**config.mk**
```make
export PLATFORM = sky130hd
export DESIGN_NAME = seq_detect_param
export DESIGN_NICKNAME = d
export VERILOG_FILES = /design/src/rtl/seq_detect_param.sv
export SDC_FILE = /design/constraint.sdc
export NUM_CORES = 1
export LEC_CHECK = 0
export CORE_UTILIZATION = 40
export CTS_BUF_LIST = sky130_fd_sc_hd__clkbuf_8
export DETAILED_ROUTE_END_ITERATION = 7
export HOLD_SLACK_MARGIN = 0.02
export PLACE_DENSITY_LB_ADDON = 0.15
export SETUP_SLACK_MARGIN = 0.5
export SYNTH_ARGS = -nofsm -noshare
export SYNTH_HDL_FRONTEND = slang
export SYNTH_SLANG_ARGS = --single-unit
export TNS_END_PERCENT = 1
```
**constraint.sdc**
```tcl
create_clock -name clock -period 6.1 [get_ports clock]
set_input_delay 1.22 -clock clock [delete_from_list [all_inputs] [get_ports clock]]
set_output_delay 1.22 -clock clock [all_outputs]
set_load 0.05 [all_outputs]
```
**src/rtl/seq_detect_param.sv**
```systemverilog
// Serial bit-pattern detector with a runtime-loadable pattern, input-valid gating,
// overlap/non-overlap modes, pulse or sticky match, and a saturating match counter.
module seq_detect_param #(
    parameter int unsigned            PAT_W       = 4,
    parameter int unsigned            CNT_W       = 8,
    parameter logic [PAT_W-1:0]       PAT_DEFAULT = 4'b1010
) (
    input  logic                         clock,
    input  logic                         reset,
    input  logic                         in_valid,
    input  logic                         in,
    input  logic                         cfg_load,
    input  logic [PAT_W-1:0]             cfg_pattern,
    input  logic                         cfg_overlap,
    input  logic                         cfg_sticky,
    input  logic                         clear,
    output logic                         match,
    output logic [CNT_W-1:0]             match_cnt,
    output logic [$clog2(PAT_W+1)-1:0]   fill
);

    localparam int unsigned           FILL_W   = $clog2(PAT_W + 1);
    localparam logic [FILL_W-1:0]     FILL_MAX = FILL_W'(PAT_W);

    logic [PAT_W-1:0]  pattern;
    logic              overlap;
    logic              sticky;
    logic [PAT_W-1:0]  history;

    logic [PAT_W-1:0]  shifted;
    logic [FILL_W-1:0] fill_inc;
    logic              hit;

    always_comb begin
        shifted  = {history[PAT_W-2:0], in};
        fill_inc = (fill == FILL_MAX) ? fill : fill + FILL_W'(1);
        // Zero-padded history must never hit before PAT_W real bits arrive.
        hit      = in_valid && (fill_inc == FILL_MAX) && (shifted == pattern);
    end

    always_ff @(posedge clock or negedge reset) begin
        if (!reset) begin
            pattern   <= PAT_DEFAULT;
            overlap   <= 1'b0;
            sticky    <= 1'b0;
            history   <= '0;
            fill      <= '0;
            match     <= 1'b0;
            match_cnt <= '0;
        end else if (cfg_load) begin
            pattern   <= cfg_pattern;
            overlap   <= cfg_overlap;
            sticky    <= cfg_sticky;
            history   <= '0;
            fill      <= '0;
            match     <= 1'b0;
            match_cnt <= '0;
        end else if (clear) begin
            history   <= '0;
            fill      <= '0;
            match     <= 1'b0;
            match_cnt <= '0;
        end else begin
            if (in_valid) begin
                if (hit && !overlap) begin
                    history <= '0;
                    fill    <= '0;
                end else begin
                    history <= shifted;
                    fill    <= fill_inc;
                end
            end
            match <= sticky ? (match | hit) : hit;
            if (hit && (match_cnt != '1)) begin
                match_cnt <= match_cnt + CNT_W'(1);
            end
        end
    end

endmodule
```
==> summary.txt <==
Outcome -> finished, final reports clean
Vias per cell -> 5.545
Sw Pwr -> 0.05968 mW
Worst-Skew Late Latency -> 260 ps
Fmax -> 0.3309 GHz
Synth unique cells -> 37
Type of origin of the critical path -> input pin
RSZ-0062 raised after global routing -> no
Yosys reg bits -> 21
Root buffer cell -> clkbuf_8
Die width -> 55.50 um
RePlAce Congestion -> 0.8189
Remaining global-route overflow -> 0
CTS Buf Count -> 3
Drt pass-1 iters -> 4
First-pass GRT wire length -> 4050 um
Setup violations, final -> 0
GRT Util Overall -> 16.64%
Largest net degree at the start of global routing -> 22
Syn nets -> 128
Max-slew violation count -> 0
Vias -> 915
Fraction of registers with async set/reset -> 100.0%
Starting Density -> 41.88%
DIE AREA -> 3080 um^2
Critical Path End Type -> flip-flop
Clock Power Share -> 32.9%
Initial antenna violation count -> 0
Die Y -> 55.50 um
Worst Tran Pin Value -> 1056 ps
CTS tree -> built
Setup Fix Bufs, Post-CTS -> 0
CTS H-tree lvls -> 1
Fin area -> 1421 um^2
Area contributors post-synth -> dfrtp_1, mux2_2, dfstp_2
CP required -> 6250 ps
Largest area contributor in the netlist -> dfrtp_1
# rows -> 19
Remaining DRCs -> 0
# hold bufs at CTS -> 0
Vias in the first global route -> 930
Synth warnings -> 0
TNS Setup -> 0 ps
Critical path peak fanout -> 9
WL/cell -> 13.46 um
Core region area -> 2734 um^2
Post-Place Worst Slack -> 2802 ps
Fin crit share -> 49.54%
Share of cells above drive strength 1 -> 14.18%
Pwr dens -> 186.4 nW/um^2
Post_cts resized -> 0
DR iter-0 viols -> 24
Minimum clock period -> 3022 ps
Antenna Nets Post-Route -> 0
Layout Nets -> 150
Worst endpoint data arrival time -> 3180 ps
Mapped Avg Cell Area -> 10.13 um^2
CP Class -> input pin to flip-flop
Fin. Hold Viols -> 0
WL final -> 2221 um
Sink Count -> 21
Slew HR -> 27.76%
Sequential Power Share -> 56.0%
Peak VDD IR -> 182.1 uV
Net Sw Frac -> 22.52%
Worst setup margin -> 3078 ps
Placed cell areas -> 1376 um^2
Synth-to-layout area growth -> 24.15%
Hold Path Class -> flip-flop to flip-flop
Ports -> 24
Most common flop cell mapped by yosys -> dfrtp_1
Cells after Synth -> 113
Int Power -> 0.2053 mW
Pleak -> 0.5847 nW
PortBufs -> 23
CTS Buffer Depth -> 2
Gate power share -> 11.1%
Max cap viols -> 0
Post-synthesis sequential area ratio -> 46.12%
Antenna Diode Count -> 0
Area share of the leading cell type in the synthesized netlist -> 41.53%
Post-synth EDFFs -> 0
Clk slew on worst S/H paths -> 80 ps
Post-Syn Area -> 1145 um^2
DP Wirelength -> 1671 um
Skew final -> 6.992 ps
==> cell usage after synthesis (3+ instances only) <==
cell,number
a21oi_1,9
nor2_1,6
inv_1,5
xnor2_1,5
dfrtp_1,19
mux2_2,6
and3_1,4
o21ai_0,3
nand2_1,9
ha_1,3
o31ai_1,3
a2bb2oi_1,3
nand3_1,7
clkbuf_1,4
==> worst max-delay path, stage by stage <==
cell and delay (ps):
clkdlybuf4s50_1 620, o211ai_1 180, a211oi_1 700, a311oi_1 210
a41o_1 240
==> worst paths after layout <==
check                                     from                       end  slack [ps]  cells past startpoint
setup / recovery                      in_valid  match_cnt[2]$_DFFE_PN0P_        3080                      5
hold / removal              sticky$_DFFE_PN0P_        sticky$_DFFE_PN0P_         510                      1
setup reg to reg           fill[0]$_DFFE_PN0P_    history[1]$_DFFE_PN0P_        3570                      7
hold reg to reg             sticky$_DFFE_PN0P_        sticky$_DFFE_PN0P_         510                      1
max in group asynchronous                reset        sticky$_DFFE_PN0P_        4060                      1
min in group asynchronous                reset  match_cnt[0]$_DFFE_PN0P_        1470                      1
==> cell usage in the layout, fill, tap and decap left out, types with 4 or more instances in the layout <==
| cell type | instances |
|---|---|
| clkdlybuf4s50_1 | 23 |
| dfrtp_1 | 19 |
| nand2_1 | 9 |
| a21oi_1 | 9 |
| nand3_1 | 7 |
| inv_1 | 6 |
| mux2_2 | 6 |
| nor2_1 | 6 |
| xnor2_1 | 5 |
| and3_1 | 4 |
==> power groups by stage <==
stage               sequential (mW)  clock (mW)  combinational (mW)
floorplan                     0.152           0              0.0166
finish                        0.148      0.0871              0.0294
global route                  0.149      0.0977              0.0330
CTS                           0.149      0.0917              0.0300
global placement              0.151           0              0.0296
detailed placement            0.151           0              0.0300
==> cell type report <==
cell class | count | area (um^2)
Multi-Input combinational cell | 81 | 560.5
Fill cell | 249 | 1313
Clock buffer | 3 | 41.29
Timing Repair Buffer | 23 | 230.2
Sequential cell | 21 | 528.0
Clock inverter | 1 | 3.754
Tap cell | 31 | 38.79
Inverter | 5 | 18.77
==> metal layers <==
metal,wire [um],track usage [%]
met1,1012,19.91
met3,85,4.918
met5,0,0
met2,1102,29.09
met4,21,4.286
==> state kept, by name, summed over array words and instances, names as in the netlist <==
register and count:
match 1, match_cnt 8, sticky 1, pattern 4
fill 3, history 3, overlap 1
==> metrics by stage <==
| stage | instances | hold slack (ps) | total power [mW] | utilization [%] |
|---|---|---|---|---|
| final | 165 | 510.9 | 0.2650 | 51.99 |
| after global routing | 165 | 549.5 | 0.2799 | 51.99 |
| after CTS | 165 | 517.5 | 0.2703 | 51.99 |
| after detailed placement | 161 | 501.0 | 0.1813 | 50.34 |
| after global placement | 161 | 490.7 | 0.1807 | 50.34 |
| after floorplan | 113 | 475.5 | 0.1682 | - |
==> cells by family (layout without fill, tap and decap cells) <==
family / Yosys count / in the layout / synth area share [%]
buffers and inverters: 11 / 32 / 4.918
multiplexers: 6 / 6 / 5.901
AO/OA/AOI/OAI: 28 / 28 / 16.94
XOR/XNOR: 5 / 5 / 3.825
adder cells (fa/ha/maj): 3 / 3 / 3.279
AND/OR/NAND/NOR: 39 / 39 / 19.02
flip-flops: 21 / 21 / 46.12
(Power assumes the default switching activity.)
